[src/rtl/rot_sched_pkg.sv]
// Shared types and constants for the rotation-engine scheduler.
package rot_sched_pkg;

  typedef enum logic [2:0] {
    ST_IDLE,
    ST_SCAN,
    ST_ISSUE,
    ST_WAIT,
    ST_CAPTURE
  } state_e;

  localparam int unsigned ANGLE_W       = 9;
  localparam int unsigned COORD_W       = 10;
  localparam int unsigned ANGLE_QUARTER = 112;
  localparam int unsigned ANGLE_FULL    = 448;

  localparam logic [1:0] PH_NONE = 2'd0;
  localparam logic [1:0] PH_CW   = 2'd1;
  localparam logic [1:0] PH_CCW  = 2'd2;

  // Phase code 3 is undefined for the engine and is treated as no shift.
  function automatic logic [1:0] norm_phase(input logic [1:0] ph);
    return (ph == 2'd3) ? PH_NONE : ph;
  endfunction

endpackage

[src/rtl/rot_first_set.sv]
// Lowest-set-bit priority encoder used to pick the next pending requester.
module rot_first_set #(
  parameter int unsigned N     = 4,
  parameter int unsigned IDX_W = (N > 1) ? $clog2(N) : 1
) (
  input  logic [N-1:0]     req,
  output logic [IDX_W-1:0] idx,
  output logic             any
);

  // Scan from the top down so the lowest set bit is the last one written.
  always_comb begin
    idx = '0;
    any = 1'b0;
    for (int unsigned i = N; i > 0; i--) begin
      if (req[i-1]) begin
        idx = IDX_W'(i - 1);
        any = 1'b1;
      end
    end
  end

endmodule

[src/rtl/rot_pick_scheduler.sv]
// Time-multiplexes the shared rotation engine among N_REQ requesters, one
// pass per frame_start, latching each engine result into per-requester regs.
module rot_pick_scheduler
  import rot_sched_pkg::*;
#(
  parameter int unsigned N_REQ   = 4,
  parameter int unsigned LUT_LAT = 2,
  parameter int unsigned ANGLE_W = rot_sched_pkg::ANGLE_W,
  parameter int unsigned COORD_W = rot_sched_pkg::COORD_W
) (
  input  logic                       CLK,
  input  logic                       Reset_n,
  input  logic                       frame_start,
  input  logic [N_REQ-1:0]           req_en,
  input  logic [N_REQ*ANGLE_W-1:0]   req_angle,
  input  logic [N_REQ*2-1:0]         req_phase,
  input  logic [N_REQ*COORD_W-1:0]   req_cx,
  input  logic [N_REQ*COORD_W-1:0]   req_cy,
  input  logic [N_REQ*COORD_W-1:0]   req_radius,
  output logic [ANGLE_W-1:0]         eng_angle,
  output logic [1:0]                 eng_phase,
  output logic [COORD_W-1:0]         eng_cx,
  output logic [COORD_W-1:0]         eng_cy,
  output logic [COORD_W-1:0]         eng_radius,
  input  logic [COORD_W-1:0]         eng_rotx,
  input  logic [COORD_W-1:0]         eng_roty,
  output logic [N_REQ*COORD_W-1:0]   rot_x,
  output logic [N_REQ*COORD_W-1:0]   rot_y,
  output logic                       busy,
  output logic                       frame_done,
  output logic                       overrun
);

  localparam int unsigned IDX_W = (N_REQ > 1) ? $clog2(N_REQ) : 1;
  localparam int unsigned CNT_W = $clog2(LUT_LAT + 1);

  state_e                   state_q, state_d;
  logic [N_REQ-1:0]         pending_q, pending_d;
  logic [IDX_W-1:0]         idx_q, idx_d;
  logic [CNT_W-1:0]         cnt_q, cnt_d;

  logic [N_REQ*ANGLE_W-1:0] snap_angle_q, snap_angle_d;
  logic [N_REQ*2-1:0]       snap_phase_q, snap_phase_d;
  logic [N_REQ*COORD_W-1:0] snap_cx_q, snap_cx_d;
  logic [N_REQ*COORD_W-1:0] snap_cy_q, snap_cy_d;
  logic [N_REQ*COORD_W-1:0] snap_radius_q, snap_radius_d;

  logic [ANGLE_W-1:0]       eng_angle_q, eng_angle_d;
  logic [1:0]               eng_phase_q, eng_phase_d;
  logic [COORD_W-1:0]       eng_cx_q, eng_cx_d;
  logic [COORD_W-1:0]       eng_cy_q, eng_cy_d;
  logic [COORD_W-1:0]       eng_radius_q, eng_radius_d;

  logic [N_REQ*COORD_W-1:0] rot_x_q, rot_x_d;
  logic [N_REQ*COORD_W-1:0] rot_y_q, rot_y_d;
  logic                     frame_done_q, frame_done_d;
  logic                     overrun_q, overrun_d;

  logic [IDX_W-1:0]         first_idx;
  logic                     first_any;

  rot_first_set #(
    .N     (N_REQ),
    .IDX_W (IDX_W)
  ) u_first_set (
    .req (pending_q),
    .idx (first_idx),
    .any (first_any)
  );

  // State register.
  always_ff @(posedge CLK) begin
    if (!Reset_n) state_q <= ST_IDLE;
    else          state_q <= state_d;
  end

  // Next-state logic for the scan/issue/wait/capture loop.
  always_comb begin
    state_d = state_q;
    case (state_q)
      ST_IDLE:    if (frame_start) state_d = ST_SCAN;
      ST_SCAN:    state_d = first_any ? ST_ISSUE : ST_IDLE;
      ST_ISSUE:   state_d = ST_WAIT;
      ST_WAIT:    if (cnt_q <= CNT_W'(1)) state_d = ST_CAPTURE;
      ST_CAPTURE: state_d = ST_SCAN;
      default:    state_d = ST_IDLE;
    endcase
  end

  // Output decode and register-backed outputs.
  always_comb begin
    busy       = (state_q != ST_IDLE);
    frame_done = frame_done_q;
    overrun    = overrun_q;
    eng_angle  = eng_angle_q;
    eng_phase  = eng_phase_q;
    eng_cx     = eng_cx_q;
    eng_cy     = eng_cy_q;
    eng_radius = eng_radius_q;
    rot_x      = rot_x_q;
    rot_y      = rot_y_q;
  end

  // Datapath next values: snapshot, selection, engine drive, capture.
  always_comb begin
    pending_d     = pending_q;
    idx_d         = idx_q;
    cnt_d         = cnt_q;
    snap_angle_d  = snap_angle_q;
    snap_phase_d  = snap_phase_q;
    snap_cx_d     = snap_cx_q;
    snap_cy_d     = snap_cy_q;
    snap_radius_d = snap_radius_q;
    eng_angle_d   = eng_angle_q;
    eng_phase_d   = eng_phase_q;
    eng_cx_d      = eng_cx_q;
    eng_cy_d      = eng_cy_q;
    eng_radius_d  = eng_radius_q;
    rot_x_d       = rot_x_q;
    rot_y_d       = rot_y_q;
    frame_done_d  = 1'b0;
    overrun_d     = frame_start && (state_q != ST_IDLE);

    case (state_q)
      ST_IDLE: begin
        if (frame_start) begin
          pending_d     = req_en;
          snap_angle_d  = req_angle;
          snap_phase_d  = req_phase;
          snap_cx_d     = req_cx;
          snap_cy_d     = req_cy;
          snap_radius_d = req_radius;
        end
      end
      ST_SCAN: begin
        if (first_any) begin
          idx_d        = first_idx;
          // Engine regs load on the SCAN->ISSUE edge so the engine sees the
          // selected requester throughout the ISSUE cycle.
          eng_angle_d  = snap_angle_q[first_idx*ANGLE_W +: ANGLE_W];
          eng_phase_d  = norm_phase(snap_phase_q[first_idx*2 +: 2]);
          eng_cx_d     = snap_cx_q[first_idx*COORD_W +: COORD_W];
          eng_cy_d     = snap_cy_q[first_idx*COORD_W +: COORD_W];
          eng_radius_d = snap_radius_q[first_idx*COORD_W +: COORD_W];
        end else begin
          frame_done_d = 1'b1;
        end
      end
      ST_ISSUE: cnt_d = CNT_W'(LUT_LAT);
      ST_WAIT:  cnt_d = cnt_q - CNT_W'(1);
      ST_CAPTURE: begin
        rot_x_d[idx_q*COORD_W +: COORD_W] = eng_rotx;
        rot_y_d[idx_q*COORD_W +: COORD_W] = eng_roty;
        pending_d[idx_q]                  = 1'b0;
      end
      default: ;
    endcase
  end

  // Datapath registers.
  always_ff @(posedge CLK) begin
    if (!Reset_n) begin
      pending_q     <= '0;
      idx_q         <= '0;
      cnt_q         <= '0;
      snap_angle_q  <= '0;
      snap_phase_q  <= '0;
      snap_cx_q     <= '0;
      snap_cy_q     <= '0;
      snap_radius_q <= '0;
      eng_angle_q   <= '0;
      eng_phase_q   <= '0;
      eng_cx_q      <= '0;
      eng_cy_q      <= '0;
      eng_radius_q  <= '0;
      rot_x_q       <= '0;
      rot_y_q       <= '0;
      frame_done_q  <= 1'b0;
      overrun_q     <= 1'b0;
    end else begin
      pending_q     <= pending_d;
      idx_q         <= idx_d;
      cnt_q         <= cnt_d;
      snap_angle_q  <= snap_angle_d;
      snap_phase_q  <= snap_phase_d;
      snap_cx_q     <= snap_cx_d;
      snap_cy_q     <= snap_cy_d;
      snap_radius_q <= snap_radius_d;
      eng_angle_q   <= eng_angle_d;
      eng_phase_q   <= eng_phase_d;
      eng_cx_q      <= eng_cx_d;
      eng_cy_q      <= eng_cy_d;
      eng_radius_q  <= eng_radius_d;
      rot_x_q       <= rot_x_d;
      rot_y_q       <= rot_y_d;
      frame_done_q  <= frame_done_d;
      overrun_q     <= overrun_d;
    end
  end

endmodule

[config.mk]
export PLATFORM = sky130hd
export DESIGN_NAME = rot_pick_scheduler
export DESIGN_NICKNAME = d
export VERILOG_FILES = /design/src/rtl/rot_sched_pkg.sv /design/src/rtl/rot_first_set.sv /design/src/rtl/rot_pick_scheduler.sv
export SDC_FILE = /design/constraint.sdc
export NUM_CORES = 1
export LEC_CHECK = 0
export BUFFER_PORTS_ARGS = -buffer_cell sky130_fd_sc_hd__buf_4
export CELL_PAD_IN_SITES_DETAIL_PLACEMENT = 1
export CELL_PAD_IN_SITES_GLOBAL_PLACEMENT = 1
export CORE_UTILIZATION = 36
export DETAILED_ROUTE_END_ITERATION = 8
export PLACE_DENSITY = 0.85
export SLEW_MARGIN = 20
export SYNTH_ARGS = -nofsm -noshare
export SYNTH_HDL_FRONTEND = slang
export SYNTH_HIERARCHICAL = 1
export SYNTH_SLANG_ARGS = --single-unit
export TNS_END_PERCENT = 1
[constraint.sdc]
create_clock -name CLK -period 2.33 [get_ports CLK]
set_clock_uncertainty 0.05 [all_clocks]
set_input_delay 0.233 -clock CLK [delete_from_list [all_inputs] [get_ports CLK]]
set_output_delay 0.233 -clock CLK [all_outputs]
set_load 0.01 [all_outputs]
# After elaboration in Yosys (flattened, before gate mapping)

Cells that the tools add are included.

$add $sub $neg: 2
Multiply operators: 3
Order comparisons: 3
Equal/unequal tests: 7
Shifts and indexed selects: 8
Multiplexer cells: 21
Bitwise gates (word level): 2
Reduce and logical (&&, ||, !) cells: 11

Operators by type and width:

| kind                     | number |
|---|---|
| $shiftx 40x7->10         | 3 |
| $bwmux 40                | 2 |
| $shiftx 10x34->40        | 2 |
| $shift 10x34->40 const A | 1 |
| $shiftx 36x7->9          | 1 |
| $neg 6->34               | 1 |
| $pmux 3 s5               | 1 |
| $mux 2                   | 6 |
| $mul 2x3->5 const B      | 2 |
| $reduce_and 2->1         | 5 |
| $pmux 4 s2               | 1 |
| $shiftx 8x4->2           | 1 |
| $eq 3x2->1 const B       | 2 |
| $mul 2x4->6 const B      | 1 |
| $mux 1                   | 6 |
| $mux 3                   | 2 |
| $and 4x4->4              | 1 |
| $mux 4                   | 1 |
| $ne 2x2->1 const B       | 2 |
| $not 4->4                | 1 |
| $pmux 2 s2               | 1 |
| $reduce_bool 2->1        | 2 |
| $eq 3x1->1 const B       | 1 |
| $eq 3x3->1 const B       | 1 |
| other kinds (9)          | 10 |

Bits in registers: 298
Output and inout bits: 124
Word-level logic and storage cells: 75

# Depth between registers and ports, before layout

Gate-level depths: netlist (run 1).

Depth in word-level cells: 7
Depth in mapped cells: 12

# By module

The synthesis (run 1) kept the hierarchy.

Modules (own cells, without submodules):

| module             | instances | cells an instance | area an instance (µm²) | sequential area each (µm²) |
|---|---|---|---|---|
| rot_pick_scheduler | 1         | 1456              | 12673.4                | 5965.7 |
| rot_first_set      | 1         | 7                 | 35.0                   | 0.0 |

# Worst setup path before layout (run 1)

OpenSTA, ideal clock, no wires.

Kind: register to register
From: reg idx_q[0]
To: reg rot_x_q[0] (netlist: rot_x[0])
Arrival time: 2279 ps
Slack: -62 ps
Stages on the path, launching flop included: 12
Buffers on the path: 6
Clock period less this slack: 2392 ps
Path through: dfxtp_1 -> buf_4 -> buf_6 -> buf_4 -> inv_2 -> ha_1 -> buf_4 -> buf_6 -> buf_4 -> nor4_1 -> nand2_1 -> nand3_1

Longest elaborated chain between the ends: 4
Elaborated cells between the ends (all ways): 5
Those cells by class: add/sub: 1; mul: 1; shift: 2; mux: 1

Ends and longest elaborated chain:

| element                                               | line                      | source |
|---|---|---|
| start, declared                                       | rot_pick_scheduler.sv:39  | `logic [IDX_W-1:0] idx_q, idx_d;` |
| start signal, assigned                                | rot_pick_scheduler.sv:182 | `idx_q <= idx_d;` |
| $mul 2x3->5 *                                         | rot_pick_scheduler.sv:152 | `rot_x_d[idx_q*COORD_W +: COORD_W] = eng_rotx;` |
| $neg 6->34 *                                          | rot_pick_scheduler.sv:152 |  |
| $shiftx 10x34->40 or $shift 10x34->40 (tied branches) | rot_pick_scheduler.sv:152 |  |
| $bwmux 40 *                                           | rot_pick_scheduler.sv:152 |  |
| end signal, assigned                                  | rot_pick_scheduler.sv:194 | `rot_x_q <= rot_x_d;` |
| end, declared                                         | rot_pick_scheduler.sv:54  | `logic [N_REQ*COORD_W-1:0] rot_x_q, rot_x_d;` |

Mark *: on every way between the ends. The rest lies on a longest branch, timed or not.
A chain may end at the register's enable or synchronous reset.

# Worst setup path in the final report (run 1)

From: reg idx_q[0]
To: reg rot_y_q[27] (netlist: rot_y[27])

Longest elaborated chain between the ends: 4
Elaborated cells between the ends (all ways): 5
Those cells by class: add/sub: 1; mul: 1; shift: 2; mux: 1

Ends and longest elaborated chain:

| element                                               | line                      | source |
|---|---|---|
| $mul 2x3->5 *                                         | rot_pick_scheduler.sv:153 | `rot_y_d[idx_q*COORD_W +: COORD_W] = eng_roty;` |
| $neg 6->34 *                                          | rot_pick_scheduler.sv:153 |  |
| $shiftx 10x34->40 or $shift 10x34->40 (tied branches) | rot_pick_scheduler.sv:153 |  |
| $bwmux 40 *                                           | rot_pick_scheduler.sv:153 |  |
| end signal, assigned                                  | rot_pick_scheduler.sv:195 | `rot_y_q <= rot_y_d;` |
| end, declared                                         | rot_pick_scheduler.sv:55  | `logic [N_REQ*COORD_W-1:0] rot_y_q, rot_y_d;` |

Marked as above.

==> summary.txt, run 1 <==
Clocking
  – CTS clock-pin slew for the worst setup and hold paths: 0.06 ns
  – Num CTS Buffers: 34
  – Clk_lat worst skew: 0.52 ns
  – CTS Buffer Depth: 3
  – # clock sinks: 298
  – CTS H-tree lvls: 2
  – Root buffer cell: clkbuf_16
  – CTS tree: yes

Die
  – Die Span X: 190 um
  – Number of core rows: 68
  – Core ar.: 34600 sq um
  – Initial core utilization: 0.367
  – Ports: 315
  – Area of the die: 36100 sq um
  – Die Y: 190 um

Cells and area
  – Nets: 2123
  – Layout cells sized above 1: 0.260
  – Design area: 18600 sq um
  – Area delta synth->final: 46.6%
  – FILL cells: 3898

STA
  – Slew @ Worst Pin: 0.554 ns
  – Max Freq: 0.444 GHz
  – RSZ-0062 raised after global routing: no
  – Final Hold Fails: 0
  – Final critical-path required period: 2.25 ns
  – Slew headroom: 0.620
  – Setup violators final: 0
  – Final worst-path cycle share: 0.966
  – Slew Limit Fails: 0

Logic synthesis
  – Synth cell types: 66
  – Cells after Synth: 1463
  – Register area share after synthesis: 0.469
  – Dominant cell type by area after synthesis: dfxtp_1
  – Syn. warnings: 6
  – Post-synth top area share: 0.469
  – Net count after synthesis: 1663
  – Synth top cells by count: nand2_1, dfxtp_1, a21oi_1, clkbuf_1, mux4_2
  – Yosys reg bits: 298
  – Count leader, synth: nand2_1
  – Async S/R FF share, synth: 0
  – Main flop type after synthesis: dfxtp_1
  – Top cells by area, synth: dfxtp_1, nand2_1, a21oi_1, mux4_2, a22oi_1
  – Mean Syn Cell Area: 8.69 sq um
  – Netlist Area Pre-Place: 12700 sq um
  – Post-synth EDFFs: 0

Global routing
  – Largest net degree at the start of global routing: 98
  – First-pass GRT wire length: 91100 um
  – Total GRT Usage: 0.332
  – Vias in the first global route: 14879
  – Initial antenna violation count: 10
  – Grt ovf: 0

Routing
  – DRC violations left: 0
  – Final WL: 60700 um
  – Vias per std cell: 5.68
  – Post-route ant nets: 0
  – Routed len/inst: 25.2 um
  – DR iter-0 viols: 1010
  – Vias: 13708
  – Drt first pass iters: 5

Setup path
  – Crit-path cells: inv_2 -> ha_1 -> buf_4 -> nand4bb_1 -> buf_4 -> nor3_4 -> buf_4 -> nand2_1 -> o21ai_1
  – Worst path max stage delay: 0.34 ns
  – Arr. time, crit path: 2.63 ns
  – Worst Path Required: 2.71 ns
  – Crit-path most repeated cell: buf_4
  – Crit start category: register
  – Slowest stage cell, crit path: dfxtp_2
  – Crit Path Class: reg2reg
  – Critical Path End Type: register
  – Crit path max fanout: 16

Power
  – Final Total Pwr: 13.6 mW
  – PD cells: 731 nW/um^2
  – Peak supply drop: 448 uV
  – Leakage: 7.35 nW

Placement
  – RePlAce Congestion: 0.950
  – Port Buf Inserts: 314
  – Hpwl dp: 34200 um
  – Placed Area: 15700 sq um

Job
  – Number of max-cap violations: 0

Worst hold path
  – Min-Delay Path Class: in2reg

Outcome
  – Status: completed
==> what timing repair did <==
item / in CTS / in global routing
endpoints found under the hold margin: 172 / 0
gates resized for setup: 0 / 4
setup endpoints to repair: 0 / 11
buffers inserted: 0 / 1
hold buffers: 171 / 0
==> path summary, 6_finish.rpt <==
path / slack, ns / start / to / cells after the start
min reg2reg: 0.40 / rot_x[11]$_SDFFE_PN0P_ / rot_x[11]$_SDFFE_PN0P_ / 2
min: 0.02 / eng_rotx[0] / rot_x[34]$_SDFFE_PN0P_ / 3
max: 0.08 / idx_q[0]$_SDFFE_PN0P_ / rot_y[27]$_SDFFE_PN0P_ / 9
max reg2reg: 0.08 / idx_q[0]$_SDFFE_PN0P_ / rot_y[27]$_SDFFE_PN0P_ / 9
==> layout by cell type (no fill, tap or decap), types with 4 or more instances in the layout <==
master,Yosys,layout
bufinv_16,0,5
nand3_1,19,19
nor4_2,3,4
dlygate4sd3_1,0,171
nor2b_1,6,6
a21oi_1,230,230
clkbuf_8,0,6
nand2_1,470,468
mux2i_1,24,23
dfxtp_1,298,297
o211ai_1,4,4
a32o_1,7,7
a221o_1,4,4
buf_4,22,361
nand3b_1,6,6
inv_1,8,8
mux4_2,41,41
clkbuf_16,0,35
and3_1,4,4
nand4bb_1,4,4
nor3_1,9,8
nand2b_1,11,10
mux2_2,9,9
a22o_1,7,7
nor3_2,3,4
o21ai_1,16,17
nor2_1,38,38
o21ai_0,6,5
o2bb2ai_1,5,5
diode_2,0,11
a311oi_1,4,4
buf_12,0,13
a22oi_1,38,38
clkbuf_1,59,10
ha_1,9,8
==> sequential cells by signal, indices dropped and copies added (netlist names), 8 cells and up <==
register       count
snap_phase_q       8
eng_angle          9
eng_radius        10
eng_cx            10
rot_y             40
snap_cy_q         40
snap_radius_q     40
snap_angle_q      36
snap_cx_q         40
eng_cy            10
rot_x             40
==> kinds of logic (layout without fill, tap and decap cells) <==
group                      after synthesis  after routing  synth area share
AOI/OAI and AO/OA                      349            349             0.162
other                                    0             11                 0
muxes                                   75             75             0.101
adders and majority gates                9              9           0.00886
buffers and inverters                  132            617            0.0514
and+or+nand+nor                        600            600             0.207
DFF                                    298            298             0.469
==> through the flow <==
step	instances	TNS (ns)	util	hold slack, ns	setup WS [ns]
global route	2413	0	0.538	0.0137	0.00701
finish	2414	0	0.538	0.0156	0.0800
detailed placement	2170	0	0.453	0.395	0.0392
floorplan	1463	-0.362	-	0.319	-0.0534
global placement	2170	-0.0328	0.453	0.390	-0.0328
CTS	2402	0	0.537	0.00176	0.0245
==> layer usage <==
| metal | GRT usage | routed length (um) |
|---|---|---|
| met2 | 0.590 | 30600 |
| met3 | 0.0566 | 3810 |
| met5 | 0 | 0 |
| met1 | 0.375 | 22700 |
| met4 | 0.186 | 3600 |
==> critical path, delay by kind of cell (launching register included) <==
| kind | cells | cell delay, ns |
|---|---|---|
| buffers and inverters | 4 | 0.91 |
| adders and majority gates | 1 | 0.22 |
| and+or+nand+nor | 3 | 0.44 |
| DFF | 1 | 0.34 |
| AOI/OAI and AO/OA | 1 | 0.20 |
==> cell type report <==
cell class | count | area, sq um | share of cell area
clock buffer | 51 | 996 | 0.0535
antenna | 11 | 27.5 | 0.00148
tap | 455 | 569 | 0.0306
clock inverter | 10 | 204 | 0.0109
timing repair buffer | 545 | 4680 | 0.251
inverter | 11 | 48.8 | 0.00262
multi-input combinational | 1033 | 6130 | 0.329
sequential | 298 | 5970 | 0.320
==> report_power, final <==
group / switching, mW / internal [mW] / leakage [nW] / total [mW]
clock network: 2.32 / 3.54 / 0.579 / 5.86
logic: 1.22 / 0.984 / 4.34 / 2.21
registers: 0.199 / 5.35 / 2.43 / 5.55
total: 3.74 / 9.87 / 7.35 / 13.6
Note: power is estimated with default switching activity, not from simulation.
==> inputs of run 2 (changes only) <==
--- a/config.mk
+++ b/config.mk
@@ -10,6 +10,7 @@
 export CELL_PAD_IN_SITES_GLOBAL_PLACEMENT = 1
 export CORE_UTILIZATION = 36
 export DETAILED_ROUTE_END_ITERATION = 8
+export HOLD_SLACK_MARGIN = 0.03
 export PLACE_DENSITY = 0.85
 export SLEW_MARGIN = 20
 export SYNTH_ARGS = -nofsm -noshare
==> summary.txt, run 2 (same netlist as run 1, synthesis figures left out) <==
Setup path
  – R2r setup slk: 0.09 ns
  – R2R depth: 9
  – Crit Path Class: reg2reg
  – Crit path max fanout: 16
  – R2R Path End: rot_y[27]$_SDFFE_PN0P_
  – Arr. time, crit path: 2.63 ns
  – Crit start category: register
  – Reg-to-Reg Start: idx_q[0]$_SDFFE_PN0P_
  – Worst Path Required: 2.71 ns
  – Critical Path End Type: register

Placement
  – RePlAce Congestion: 0.950
  – Hpwl dp: 34200 um
  – Placed insts: 2170
  – Port Buf Inserts: 314

Routing
  – DR iter-0 viols: 940
  – Vias: 13716
  – Routed len/inst: 25.0 um
  – Post-route ant nets: 0
  – Drt first pass iters: 5
  – Vias per std cell: 5.67
  – Final WL: 60600 um
  – DRC violations left: 0

Cells and area
  – Register area: 5970 sq um
  – Area delta synth->final: 47.0%
  – Layout cells sized above 1: 0.260
  – Nets: 2128
  – Multi-input logic area: 6130 sq um
  – FILL cells: 3893
  – Final core utilization: 0.539
  – Final std cells w/o fill: 2419
  – Most common cell after layout, fill and taps aside: nand2_1
  – Commonest non-fill, non-tap cells in the layout: nand2_1, buf_4, dfxtp_1

STA
  – Final Hold Fails: 0
  – Slew headroom: 0.606
  – Final critical-path required period: 2.24 ns
  – Slew Limit Fails: 0
  – Post-route setup TNS: 0 ns
  – Max Freq: 0.446 GHz
  – Slew @ Worst Pin: 0.589 ns
  – WHS: 0.0809 ns
  – RSZ-0062 raised after global routing: no
  – Final worst-path cycle share: 0.962
  – Setup violators final: 0

Die
  – Core ar.: 34600 sq um
  – Area of the die: 36100 sq um
  – Initial core utilization: 0.367
  – Number of core rows: 68
  – Ports: 315
  – Die Y: 190 um
  – Die Span X: 190 um

Power
  – Leakage: 7.37 nW
  – Peak supply drop: 454 uV
  – PD cells: 729 nW/um^2
  – Final Total Pwr: 13.6 mW

Clocking
  – CTS clock-pin slew for the worst setup and hold paths: 0.06 ns
  – # clock sinks: 298
  – CTS H-tree lvls: 2
  – CTS tree: yes
  – Num CTS Buffers: 34
  – Root buffer cell: clkbuf_16
  – Clk_lat worst skew: 0.52 ns
  – CTS Buffer Depth: 3

Worst hold path
  – Min-Delay Path Class: in2reg
  – Worst Hold Depth: 3
  – Hold Crit Start: eng_rotx[9]
  – Worst Hold Endpoint: rot_x[9]$_SDFFE_PN0P_

Job
  – Number of max-cap violations: 0

Global routing
  – Initial antenna violation count: 10
  – Vias in the first global route: 14897
  – First-pass GRT wire length: 91200 um
  – Total GRT Usage: 0.332
  – Largest net degree at the start of global routing: 98
  – Grt ovf: 0

Outcome
  – Status: completed
run 2: area by class of cell:
cell class / instances / share of cell area
flip-flops and latches: 298 / 0.320
inverters: 11 / 0.00261
clock buffers: 51 / 0.0533
repair buffers: 550 / 0.253
clock inverters: 10 / 0.0109
diodes: 11 / 0.00147
multi-input cells: 1033 / 0.328
well taps: 455 / 0.0305
run 2: worst max path at each step:
| stage | start | end | slack [ns] | cells after the start |
|---|---|---|---|---|
| 2_1_floorplan | idx_q[0]$_SDFFE_PN0P_ | rot_x[29]$_SDFFE_PN0P_ | -0.05 | 11 |
| 3_3_place_gp | idx_q[0]$_SDFFE_PN0P_ | rot_x[36]$_SDFFE_PN0P_ | -0.03 | 5 |
| 3_5_place_dp | idx_q[0]$_SDFFE_PN0P_ | rot_x[36]$_SDFFE_PN0P_ | 0.04 | 5 |
| 5_1_grt | idx_q[0]$_SDFFE_PN0P_ | rot_y[27]$_SDFFE_PN0P_ | 0.007 | 9 |
| 6_report | idx_q[0]$_SDFFE_PN0P_ | rot_y[27]$_SDFFE_PN0P_ | 0.09 | 9 |
| 4_1_cts | idx_q[0]$_SDFFE_PN0P_ | rot_x[36]$_SDFFE_PN0P_ | 0.02 | 5 |
run 2: critical path, stage by stage (launching register included):
cell and delay, ns:
dfxtp_2 0.34, inv_2 0.16, ha_1 0.22, buf_4 0.28, nand4bb_1 0.13, buf_4 0.23
nor3_4 0.13, buf_4 0.25, nand2_1 0.18, o21ai_1 0.20
run 2: metrics by stage:
stage	instance area (sq um)	worst slack, ns
6_report	18700	0.0893
3_3_place_gp	15700	-0.0328
4_1_cts	18600	0.0245
3_5_place_dp	15700	0.0392
5_1_grt	18700	0.00701
2_1_floorplan	12700	-0.0534
run 2: what timing repair did:
action | CTS | global route
setup endpoints to repair | 0 | 11
hold endpoints to repair | 179 | 0
gates resized for setup | 0 | 4
hold buffers | 176 | 0
buffers inserted | 0 | 1
run 2: where the power goes:
part           total (mW)  switching [mW]  internal, mW
clock                5.86            2.32          3.54
combinational        2.21            1.22         0.990
sequential           5.55           0.199          5.35
total                13.6            3.74          9.88
run 2: layer usage:
layer,track usage,part of all wire
met5,0,0
met3,0.0563,0.066
met4,0.186,0.059
met1,0.374,0.37
met2,0.591,0.51
